`config.mk`:
```
export PLATFORM = sky130hd
export DESIGN_NAME = mem_access_ctrl
export DESIGN_NICKNAME = d
export VERILOG_FILES = /design/src/rtl/mem_access_ctrl.sv
export SDC_FILE = /design/constraint.sdc
export NUM_CORES = 1
export LEC_CHECK = 0
export CORE_AREA = 8 8 80 82
export CTS_BUF_LIST = sky130_fd_sc_hd__clkbuf_4 sky130_fd_sc_hd__clkbuf_8
export CTS_CLUSTER_SIZE = 30
export DETAILED_ROUTE_END_ITERATION = 10
export DIE_AREA = 0 0 88 90
export GPL_TIMING_DRIVEN = 0
export PLACE_DENSITY = 0.67
export SKIP_LAST_GASP = 1
export SLEW_MARGIN = 20
export SYNTH_ARGS = -nofsm -noshare
export SYNTH_HDL_FRONTEND = slang
export SYNTH_SLANG_ARGS = --single-unit
export TNS_END_PERCENT = 20
```
`constraint.sdc`:
```
create_clock -name i_Clk -period 2.7 [get_ports i_Clk]
set_input_delay 0.405 -clock i_Clk [delete_from_list [all_inputs] [get_ports i_Clk]]
set_output_delay 0.405 -clock i_Clk [all_outputs]
set_load 0.05 [all_outputs]
```
`src/rtl/mem_access_ctrl.sv`:
```
// M-stage data memory access controller: issues the memory request, stalls the
// F/D/E/M registers until acknowledge or timeout, and captures load data for MEM/WB.
module mem_access_ctrl #(
    parameter logic [7:0] TIMEOUT = 8'd255
) (
    input  logic        i_Clk,
    input  logic        Reset,
    input  logic        i_MemRead,
    input  logic        i_MemWrite,
    input  logic        i_MemAck,
    input  logic [31:0] i_MemRdata,
    input  logic        i_ErrClr,
    output logic        o_MemReq,
    output logic        o_MemWe,
    output logic [31:0] o_ReadData,
    output logic        o_WE_n,
    output logic        o_Bubble,
    output logic        o_BusErr
);

    typedef enum logic [1:0] {
        StIdle   = 2'd0,
        StAccess = 2'd1,
        StDone   = 2'd2
    } state_e;

    state_e      r_state;
    state_e      w_state_d;
    logic [7:0]  r_wait_cnt;
    logic [7:0]  w_wait_cnt_d;
    logic [7:0]  w_wait_cnt_inc;
    logic [31:0] r_read_data;
    logic        r_bus_err;
    logic        w_bus_err_d;

    logic        w_mem_op;
    logic        w_mem_req;
    logic        w_ack;
    logic        w_wait;
    logic        w_timeout;
    logic        w_load_capture;

    assign w_mem_op       = i_MemRead | i_MemWrite;
    // Acknowledge only counts while a request is actually on the bus.
    assign w_ack          = w_mem_req & i_MemAck;
    assign w_wait         = w_mem_req & ~i_MemAck;
    assign w_wait_cnt_inc = r_wait_cnt + 8'd1;
    assign w_timeout      = w_wait & (w_wait_cnt_inc == TIMEOUT);
    assign w_load_capture = w_ack & i_MemRead;

    // State register
    always_ff @(posedge i_Clk or negedge Reset) begin
        if (!Reset) begin
            r_state <= StIdle;
        end else begin
            r_state <= w_state_d;
        end
    end

    // Next-state logic
    always_comb begin
        w_state_d = r_state;
        unique case (r_state)
            StIdle: begin
                if (w_mem_op) begin
                    if (w_ack || w_timeout) begin
                        w_state_d = StDone;
                    end else begin
                        w_state_d = StAccess;
                    end
                end
            end
            StAccess: begin
                if (w_ack || w_timeout) begin
                    w_state_d = StDone;
                end
            end
            // The M-stage instruction is still the one just served, so MemOp is ignored.
            StDone:  w_state_d = StIdle;
            default: w_state_d = StIdle;
        endcase
    end

    // Output logic; gated by Reset so nothing is requested while reset is held.
    always_comb begin
        w_mem_req = 1'b0;
        unique case (r_state)
            StIdle:   w_mem_req = w_mem_op;
            StAccess: w_mem_req = 1'b1;
            StDone:   w_mem_req = 1'b0;
            default:  w_mem_req = 1'b0;
        endcase
        w_mem_req = w_mem_req & Reset;
    end

    assign o_MemReq = w_mem_req;
    assign o_MemWe  = w_mem_req & i_MemWrite & ~i_MemRead;
    assign o_WE_n   = w_mem_req;
    assign o_Bubble = w_mem_req;

    // Wait counter: counts unacknowledged request edges, cleared otherwise.
    always_comb begin
        w_wait_cnt_d = 8'd0;
        if (w_wait && !w_timeout) begin
            w_wait_cnt_d = w_wait_cnt_inc;
        end
    end

    always_ff @(posedge i_Clk or negedge Reset) begin
        if (!Reset) begin
            r_wait_cnt <= 8'd0;
        end else begin
            r_wait_cnt <= w_wait_cnt_d;
        end
    end

    always_ff @(posedge i_Clk or negedge Reset) begin
        if (!Reset) begin
            r_read_data <= 32'd0;
        end else if (w_load_capture) begin
            r_read_data <= i_MemRdata;
        end
    end

    // A timeout in the same edge as a clear keeps the error set.
    always_comb begin
        w_bus_err_d = r_bus_err;
        if (w_timeout) begin
            w_bus_err_d = 1'b1;
        end else if (i_ErrClr) begin
            w_bus_err_d = 1'b0;
        end
    end

    always_ff @(posedge i_Clk or negedge Reset) begin
        if (!Reset) begin
            r_bus_err <= 1'b0;
        end else begin
            r_bus_err <= w_bus_err_d;
        end
    end

    assign o_ReadData = r_read_data;
    assign o_BusErr   = r_bus_err;

endmodule
```
Word level (Yosys, flattened, before mapping)

Index checks and enable logic that the tools add are counted.

Flip-flop bits (word level): 43
Input bits: 38
Output and inout port bits: 37
Logic and storage cells: 33

Add/sub/neg operators: 1
Eq/ne operators: 4
Multiplexer cells: 8
Bitwise operators: 10
Reductions and logical operators: 6

Operators by type and width:

| operator                                                        | count |
|---|---|
| 8-bit by 1-bit adder with 8-bit output, second input constant   | 1 |
| 8-bit == test, second input constant                            | 1 |
| 8-bit 2-to-1 mux                                                | 1 |
| 1-bit bitwise AND                                               | 7 |
| 2-bit 2-to-1 mux                                                | 3 |
| 2-bit inequality test, second input constant                    | 2 |
| 2-bit one-hot mux with 2 select lines                           | 1 |
| 2-bit by 1-bit == test with 1-bit output, second input constant | 1 |
| 2-bit zero test                                                 | 1 |
| 1-bit 2-to-1 mux                                                | 2 |
| 1-bit NOT                                                       | 2 |
| 1-bit one-hot mux with 2 select lines                           | 1 |
| 2-bit AND reduction                                             | 1 |
| 2-bit nonzero test                                              | 1 |
| 1-bit logical AND                                               | 1 |
| 1-bit zero test                                                 | 1 |
| 1-bit logical OR                                                | 1 |
| 1-bit OR                                                        | 1 |

Logic depth before layout (Yosys ltp)

Gate-level depths: netlist of run 1.

Word-level depth: 9
Gate-level depth with buffers: 6
Depth with buffers taken out: 6

Worst setup path before layout of run 1

OpenSTA, ideal clock, no wires.

Path type: register to output
Start: register r_state[1]
End: output o_MemWe
Data arrival time: 1.714 ns
Data required time: 2.295 ns
Slack: 0.581 ns
Cell stages (with the launch flop): 3
Path buffers: 0
Cell sequence: dfrtp_1 nand2b_1 nor3b_1

Cells in the longest elaborated chain, start to end: 5
Elaborated cells on any way between the ends: 6
Classes of those cells: eq/ne (1); mux (1); bitwise (3); reduce/logical (1)

RTL lines:

| element                                                                     | RTL line | source |
|---|---|---|
| start: declaration                                                          | 27       | `state_e r_state;` |
| start signal: assignment                                                    | 54       | `r_state <= StIdle;` |
| start signal: assignment                                                    | 56       | `r_state <= w_state_d;` |
| 2-bit by 1-bit == test with 1-bit output or 2-bit zero test (tied branches) | 87       | `unique case (r_state)` |
| 1-bit one-hot mux with 2 select lines *                                     | 87       |  |
| 1-bit bitwise AND *                                                         | 93       | `w_mem_req = w_mem_req & Reset;` |
| 1-bit bitwise AND * (2 in series)                                           | 97       | `assign o_MemWe = w_mem_req & i_MemWrite & ~i_MemRead;` |
| end: declaration                                                            | 14       | `output logic o_MemWe,` |

Mark *: on every way between the ends. The rest lies on a longest branch, timed or not.

Worst setup path in the final report of run 1

Start: input i_MemRead
End: output o_WE_n

Cells in the longest elaborated chain, start to end: 3

RTL lines:

| element                               | RTL line | source |
|---|---|---|
| start: declaration                    | 8        | `input logic i_MemRead,` |
| 1-bit OR                              | 43       | `assign w_mem_op = i_MemRead \| i_MemWrite;` |
| 1-bit one-hot mux with 2 select lines | 87       |  |
| 1-bit bitwise AND                     | 93       |  |
| end: declaration                      | 16       | `output logic o_WE_n,` |

Every way passes these cells.

==> qor.csv, run 1 <==
metric,value,unit
status,"complete, no violations",
antenna-violating nets left,0,
minimum clock period,2.62,ns
first drt pass iteration count,3,
Vias,1223,
vias in the first global route,1364,
Starting Density,33.5,%
worst hold slack,0.00403,ns
largest net degree at the start of global routing,25,
CTS tree,yes,
fin util,51.9,%
crit path from,i_MemRead,
R2R Setup Slk,1.03,ns
PD cells,764,nW/um^2
clk_skew,0.00340,ns
total CTS buffers,5,
CP Capture Point,o_WE_n,
r2r startpoint,r_wait_cnt[0]$_DFF_PN0_,
DP Worst Slack,-0.152,ns
Port Buf Inserts,74,
core area,5240,um^2
htree depth,2,
CTS sink cnt,43,
pins over their slew limit,0,
GRT Overall Usage,10.9,%
Worst Hold Class,input port to async pin,
Filler cells,459,
Critical Path Sink Type,output port,
"commonest non-fill, non-tap cell in the layout",clkdlybuf4s50_1,
Worst EP required,2.30,ns
antenna cells,0,
initial antenna violation count,0,
Layout area overhead,54.9,%
CTS Buffer Depth,2,
Synth Register Bits,43,
Die Width,88,um
warnings from Yosys,0,
setup TNS,0,ns
VDD IR-drop max,0.000447,V
worst relative slew slack,63.9,%
Mapped Nets,163,
Die Y,90,um
HPWL after DPL,3.12,mm
critical path type,input port to output port,
Syn Inst Count,123,
DRT iter0 DRCs,39,
fmax,381,MHz
first-pass GRT wire length,6.80,mm
PnR worst setup slack,0.0758,ns
num rows,27,
Top-Level Pins,75,
element type at the critical path start,input port,
clk_lat worst skew,0.29,ns
Final setup violation count,0,
FF-to-FF End,r_wait_cnt[2]$_DFF_PN0_,
Least-Margin Pin Slew,0.539,ns
syn_area_per_cell,14.3,um^2
met1 Use GR,11.5,%
Leak,1.12,nW
register area share after synthesis,61.3,%
Final Hold Viols,0,
Root Driver,clkbuf_8,
# DRC,0,
GRT overflow,0,
cells on worst reg2reg path,5,
"Reg clk slew, reported paths",0.08,ns
layout cells sized above 1,24.8,%
routed len/inst,14.3,um
Post-CTS Hold Buffers,0,
nets,245,
crit path DAT,2.22,ns
final wirelength,3.98,mm
final instance area,2720,um^2
RePlAce Congestion,0.692,
met2 usage,16.4,%
max-cap violation count,0,
unique cell type count in the Yosys netlist,27,
GR peak layer,met2,
RSZ-0062 raised after global routing,yes,
routed vias/inst,4.40,
Synth Cell Area,1750,um^2
"commonest cells after routing, fill and taps aside","72 x clkdlybuf4s50_1, 43 x dfrtp_1, 30 x mux2_2",
Die ar.,7920,um^2
final worst path period share,97.2,%
crit path max fanout,4,
met3 Use GR,7.73,%
"Cell Area, Placed",2610,um^2
sequential cells by signal (all words and copies together) (netlist names):
signal      cells
o_ReadData     32
r_state         2
r_wait_cnt      8
o_BusErr        1
worst max-delay path, stage by stage:
cell	delay, ns
clkdlybuf4s50_1	0.45
nor3_1	0.36
nor2_1	0.16
buf_4	0.16
clkdlybuf4s50_1	0.69
metal layers:
| layer | up-vias | share of wire [%] |
|---|---|---|
| met3 | 4 | 13 |
| li1 | 583 | - |
| met1 | 586 | 40 |
| met2 | 50 | 46 |
| met5 | - | 0 |
| met4 | 0 | 0.90 |
worst min-delay path by stage:
stage	start	to	depth (start not counted)
after floorplan	Reset	o_BusErr$_DFFE_PN0P_	0
after global placement	r_state[1]$_DFFE_PN0P_	r_state[0]$_DFFE_PN0P_	1
after detailed placement	Reset	o_ReadData[28]$_DFFE_PN0P_	1
after CTS	Reset	o_ReadData[28]$_DFFE_PN0P_	1
after global routing	Reset	o_ReadData[28]$_DFFE_PN0P_	1
final	Reset	o_ReadData[21]$_DFFE_PN0P_	1
what timing repair did:
item,in CTS,in global routing
cloned,0,0
gates resized for setup,1,1
buffers inserted,0,0
setup endpoints to repair,4,2
endpoints found under the hold margin,0,0
cell type report:
cell class / instances / area (um^2) / share of cell area, %
plain buffers: 5 / 30.0 / 1.11
clock buffers: 7 / 96.3 / 3.55
clock inverters: 1 / 7.51 / 0.276
inverters: 3 / 11.3 / 0.415
multi-input cells: 72 / 637 / 23.4
flip-flops and latches: 43 / 1080 / 39.6
well taps: 72 / 90.1 / 3.32
repair buffers: 75 / 768 / 28.3
synth_stat cells:
library cell	n	share of area (%)
a211oi_1	1	0.43
and2_1	1	0.36
buf_2	3	0.86
buf_4	2	0.86
dfrtp_1	43	61
ha_1	2	1.4
inv_1	3	0.64
mux2_1	2	1.3
mux2_2	30	19
nand2_1	3	0.64
nand2b_1	1	0.36
nand3_1	3	0.86
nand4_1	1	0.36
nand4b_1	1	0.50
nor2_1	11	2.4
nor3_1	2	0.57
nor3_2	1	0.57
nor3b_1	1	0.43
o21a_1	1	0.43
o21ai_1	1	0.29
o21ai_4	1	0.93
o21ba_2	1	0.57
o21bai_2	1	0.64
o32ai_1	1	0.50
or3_4	1	0.64
xnor2_1	4	2.0
xor2_2	1	0.93
metrics by stage:
stage	instances	total power, mW
2_1_floorplan	123	1.32
3_5_place_dp	270	1.66
5_1_grt	278	2.18
6_report	278	2.08
4_1_cts	278	2.12
3_3_place_gp	269	1.64
cells by family after synthesis:
family,synth area share (%)
AOI/OAI and AO/OA,3.78
xor gates and xnor gates,2.92
DFF,61.3
muxes,20.5
and+or+nand+nor,7.63
buffers and inverters,2.35
adders and majority gates,1.43
report_power, final:
part / total (mW) / switching, mW / internal, mW
sequential: 0.803 / 0.0505 / 0.752
combinational: 0.831 / 0.513 / 0.318
clock: 0.443 / 0.211 / 0.233
(Power assumes the default switching activity.)
==> run 2: changes to the inputs <==
clock period = 2.8 ns   (was 2.7 ns; I/O delays follow)
==> qor.csv, run 2 (synthesized netlist as in run 1, its figures left out) <==
metric,value,unit
core area,5240,um^2
PD cells,738,nW/um^2
final worst path period share,95.0,%
Filler cells,460,
largest net degree at the start of global routing,25,
Layout area overhead,54.7,%
# DRC,0,
Vias,1225,
worst hold slack,0.0190,ns
critical path type,input port to output port,
Comb pwr share,40.0,%
total CTS buffers,5,
Top-Level Pins,75,
DP Worst Slack,-0.0819,ns
GRT overflow,0,
nets,245,
htree depth,2,
antenna cells,0,
vias in the first global route,1364,
VDD IR-drop max,0.000431,V
antenna-violating nets left,0,
CTS Buffer Depth,2,
Die Width,88,um
minimum clock period,2.66,ns
Least-Margin Pin Slew,0.539,ns
element type at the critical path start,input port,
final wirelength,3.98,mm
Final setup violation count,0,
FF-to-FF End,r_wait_cnt[2]$_DFF_PN0_,
routed vias/inst,4.41,
CTS tree,yes,
GRT Overall Usage,10.9,%
first-pass GRT wire length,6.80,mm
layout cells sized above 1,24.8,%
Worst Hold Class,input port to async pin,
DRT iter0 DRCs,39,
Worst EP required,2.38,ns
sequential share of power,38.7,%
clk_skew,0.00340,ns
clk_lat worst skew,0.29,ns
max-cap violation count,0,
Leak,1.11,nW
fmax,376,MHz
Critical Path Sink Type,output port,
RePlAce Congestion,0.692,
Root Driver,clkbuf_8,
first drt pass iteration count,3,
RSZ-0062 raised after global routing,no,
initial antenna violation count,0,
Clock Power Share,21.3,%
Pint,1.26,mW
crit path max fanout,4,
HPWL after DPL,3.12,mm
Port Buf Inserts,74,
R2R Setup Slk,1.13,ns
routed len/inst,14.3,um
max reg flops,32,
cells on worst reg2reg path,5,
Post-CTS Setup Bufs,0,
r2r startpoint,r_wait_cnt[0]$_DFF_PN0_,
Post-Layout Cell Count,278,
"commonest non-fill, non-tap cell in the layout",clkdlybuf4s50_1,
PnR worst setup slack,0.140,ns
Sw Pwr,747,uW
Final Hold Viols,0,
"commonest cells after routing, fill and taps aside","73 x clkdlybuf4s50_1, 43 x dfrtp_1, 30 x mux2_2",
status,"complete, no violations",
Starting Density,33.5,%
Die Y,90,um
"Reg clk slew, reported paths",0.08,ns
Die ar.,7920,um^2
num rows,27,
pins over their slew limit,0,
placed cells,270,
worst relative slew slack,63.9,%
switch share,37.3,%
crit path DAT,2.24,ns
CTS sink cnt,43,
[run 2: cell count changes in the layout (fill, tap and decap cells not counted), sizes merged]
cell           previous run  this run
clkdlybuf4s50            72        73
dlymetal6s2s              1         0
[run 2: area by class of cell]
cell class	instances	area, um^2	area share, %
well taps	72	90.1	3.32
plain buffers	5	30.0	1.11
clock buffers	7	96.3	3.55
clock inverters	1	7.51	0.277
repair buffers	75	766	28.2
inverters	3	11.3	0.415
flip-flops and latches	43	1080	39.6
multi-input cells	72	637	23.5
[run 2: worst max-delay path by stage]
stage                           start       end  slack [ns]  cells after the start
2_1_floorplan  r_state[1]$_DFFE_PN0P_   o_MemWe        0.67                      2
3_5_place_dp                    Reset  o_MemReq       -0.08                      6
5_1_grt                         Reset  o_MemReq        0.03                      6
4_1_cts                         Reset  o_MemReq        0.11                      6
3_3_place_gp                    Reset  o_MemReq       -1.62                      5
6_report                    i_MemRead  o_MemReq        0.14                      5
[run 2: per-stage QoR]
stage	total power, mW	util (%)	TNS, ns	instance area [um^2]
3_3_place_gp	1.58	49.4	-43.00	2580
4_1_cts	2.04	51.8	0	2710
6_report	2.00	51.8	0	2710
5_1_grt	2.10	51.8	0	2710
2_1_floorplan	1.28	-	0	1750
3_5_place_dp	1.60	49.8	-0.158	2610
[run 2: worst max-delay path, stage by stage]
cell,delay [ns]
clkdlybuf4s50_1,0.45
nor3_1,0.36
nor2_1,0.16
buf_4,0.16
clkdlybuf4s50_1,0.69
[run 2: layer usage]
layer	part of all wire (%)	up-vias	GRT usage (%)
met4	0.90	0	3.87
met2	46	50	16.4
met3	13	4	7.73
li1	-	583	-
met5	0	-	0
met1	40	588	11.5
[run 2: repair_timing]
| action | 4_1_cts | 5_1_grt |
|---|---|---|
| gates resized for setup | 1 | 0 |
| hold buffers | 0 | 0 |
| endpoints found under the setup margin | 3 | 0 |
[run 2: power groups by stage]
stage                     clock (mW)  combinational, mW  sequential, mW
after global routing           0.479              0.835           0.789
after detailed placement           0              0.809           0.788
after floorplan                    0              0.127            1.15
after CTS                      0.454              0.812           0.776
after global placement             0              0.802           0.782
final                          0.427              0.801           0.774
==> run 3: changes to the inputs <==
CTS_CLUSTER_DIAMETER = 200   (was default)
==> results of run 3 <==
No change in the layout: final DEF, timing and power equal those of run 2.
==> patch: new RTL, settings of run 3 <==
The 3 states of `state_e` get a one-hot encoding in 3 bits.
--- a/src/rtl/mem_access_ctrl.sv
+++ b/src/rtl/mem_access_ctrl.sv
@@ -18,10 +18,10 @@
     output logic        o_BusErr
 );
 
-    typedef enum logic [1:0] {
-        StIdle   = 2'd0,
-        StAccess = 2'd1,
-        StDone   = 2'd2
+    typedef enum logic [2:0] {
+        StIdle   = 3'b001,
+        StAccess = 3'b010,
+        StDone   = 3'b100
     } state_e;
 
     state_e      r_state;
Formal check against the unedited RTL: no difference found for any inputs over 10 cycles, from zero or initial values and one cycle with Reset low; not proved beyond that.
==> patch against run 3 <==
Utilization rose by 1.1 points. Final area rose by 2.0%. Routed wire length up 4.7%. Setup slack got worse by 0.098 ns. Hold slack gained 0.033 ns. Die area stayed put. Via count increased by 3.0%. Sequential cell count increased by 1. Synthesized area increased by 5.3%. Largest cell class unchanged.
Power is not compared: it rests on default switching activity, and its combinational part moved more than twofold at a synthesized area within 25%.
==> patch: results (changes against run 3) <==
sta:
  skew_ns: 0.01095  # +0.007552 ns
  max-slew-margin-rel: 0.6428  # +0.003484
  timing.hold.ws_ns: 0.05159  # +0.03256 ns
worst_setup_path:
  r2r-start: "r_state[0]"
  cp.arrival_ns: 2.34  # +0.10 ns
  rr_worst_depth: 4  # -1
  r2r_end: "o_ReadData[20]"
  path_max_fanout: 10  # +6
  regToRegSetupSlack_ns: 0.94  # -0.19 ns
synthesis:
  synthTopCellsByCount: "43 x dfrtp_1, 29 x mux2_2, 7 x nor3_1, 5 x inv_1"
  synth_edf_count: 0  # unchanged
  syn-num-nets: 165  # +1.2%
  yosysSeqAreaShare: 0.5965  # -0.01693
  synth-async-reset-ratio: 1.000  # unchanged
  synth.area.top_cells: "dfrtp_1 58%, mux2_2 18%, nor3_1 1.9%, buf_6 1.8%, mux2_1 1.8%"
  yosysUniqueCellTypes: 31  # +15%
  yosysWarnings: 0  # unchanged
  yosysTopAreaCellShare: 0.5823  # -0.03115
drt:
  drtAntennaViolNets: 0  # unchanged
  totalWireLength_mm: 4.165  # +4.7%
  via_per_inst: 4.507  # +2.3%
  first_pass_iters: 4  # +1
  drtIter0Drc: 25  # -36%
cts:
  clockBufferDepth: 2  # unchanged
  clock_latency_ns: 0.29  # about the same
  post-cts-setup-buffer-count: 0  # unchanged
  cts.clk_slew.worst_paths_ns: 0.08  # about the same
  cts_htree_levels: 2  # unchanged
  cts_inserted_buffers: 5  # unchanged
  cts_root_buf: "clkbuf_8"
global_route:
  grt_usage: 0.1090  # about the same
  grt_pass1_wl_mm: 6.900  # +1.4%
  first_global_vias: 1378  # +1.0%
  antenna_found_initial: 0  # unchanged
  grt_max_degree: 31  # +24%
cells_and_area:
  n_antenna_cell: 0  # unchanged
  nFillCells: 459  # -0.22%
  fin_nets: 247  # +0.82%
  largest_register_ffs: 32  # unchanged
  drive_gt1_frac: 0.2692  # +0.02166
power_and_ir_drop:
  p_leak_nw: 1.151
  irDropWorstVdd_uv: 675.1
placed_design:
  dp_hpwl_mm: 3.303  # +5.7%
  port_buffers: 74  # unchanged
  pre_cts_ws_ns: -0.3893  # -0.3074 ns
  place_congestion: 0.7331  # +6.0%
outcome:
  outcome: "complete, no violations"
worst_hold_path:
  hold_path_class: "in2async"
patch: changes by cell type after synthesis, sizes merged, moves of 2 or more:
cell	change
nor2	-10
nor3	+4
a21oi	+2
inv	+2
o21ai	-2
xor2	+2
patch: cell families (layout without fill, tap and decap cells):
| family | count (synthesis) | count (layout) | synth area share |
|---|---|---|---|
| mux | 33 | 33 | 0.2004 |
| compound gates | 5 | 5 | 0.03318 |
| flops | 44 | 44 | 0.5965 |
| buf+inv | 11 | 94 | 0.03859 |
| xor+xnor | 6 | 6 | 0.03251 |
| simple gates | 24 | 24 | 0.08531 |
| fa+ha+maj | 2 | 2 | 0.01354 |
patch: what timing repair did:
| item | CTS | global route |
|---|---|---|
| gates resized for setup | 9 | 4 |
| hold buffers | 0 | 0 |
| setup endpoints to repair | 4 | 4 |
patch: final cells by class:
| cell class | instances | area (sq um) | area share |
|---|---|---|---|
| flip-flops and latches | 44 | 1102 | 0.3981 |
| repair buffers | 75 | 742.0 | 0.2680 |
| multi-input cells | 70 | 674.4 | 0.2436 |
| well taps | 72 | 90.09 | 0.03253 |
| clock buffers | 6 | 76.32 | 0.02756 |
| plain buffers | 6 | 52.55 | 0.01898 |
| inverters | 5 | 18.77 | 0.006778 |
| clock inverters | 2 | 12.51 | 0.004519 |
patch: worst max-delay path, cell delays in order:
cell and delay [ns]:
clkdlybuf4s50_1 0.53, o21bai_1 0.09, mux2i_1 0.23, nand3b_1 0.18, clkbuf_1 0.26, nor3b_1 0.24
clkdlybuf4s15_2 0.40
patch: power breakdown:
part / total, W / internal (W) / switching [W]
logic: 0.00181 / 0.000664 / 0.00115
registers: 0.00101 / 0.000890 / 0.000123
clock network: 0.000385 / 0.000184 / 0.000201
patch: stage by stage:
| stage | cells | area, sq um |
|---|---|---|
| floorplan | 125 | 1848 |
| detailed placement | 272 | 2694 |
| global placement | 271 | 2679 |
| CTS | 280 | 2783 |
| finish | 280 | 2769 |
| global route | 280 | 2769 |
patch: how the worst max path moves through the flow:
| stage | start | to | slack [ns] | cells past startpoint |
|---|---|---|---|---|
| global route | i_MemRead | o_MemWe | -0.15 | 7 |
| global placement | Reset | o_MemWe | -1.72 | 5 |
| detailed placement | i_MemRead | o_MemWe | -0.39 | 7 |
| CTS | i_MemRead | o_WE_n | -0.09 | 8 |
| floorplan | r_state[0] | o_MemWe | 0.08 | 4 |
| finish | i_MemRead | o_MemWe | 0.04 | 7 |
patch: metal layers:
layer | wire length [microns] | global-route usage
met1 | 1741 | 0.1267
met2 | 1883 | 0.1745
met5 | 0 | 0
met3 | 493 | 0.04914
met4 | 46 | 0.03013
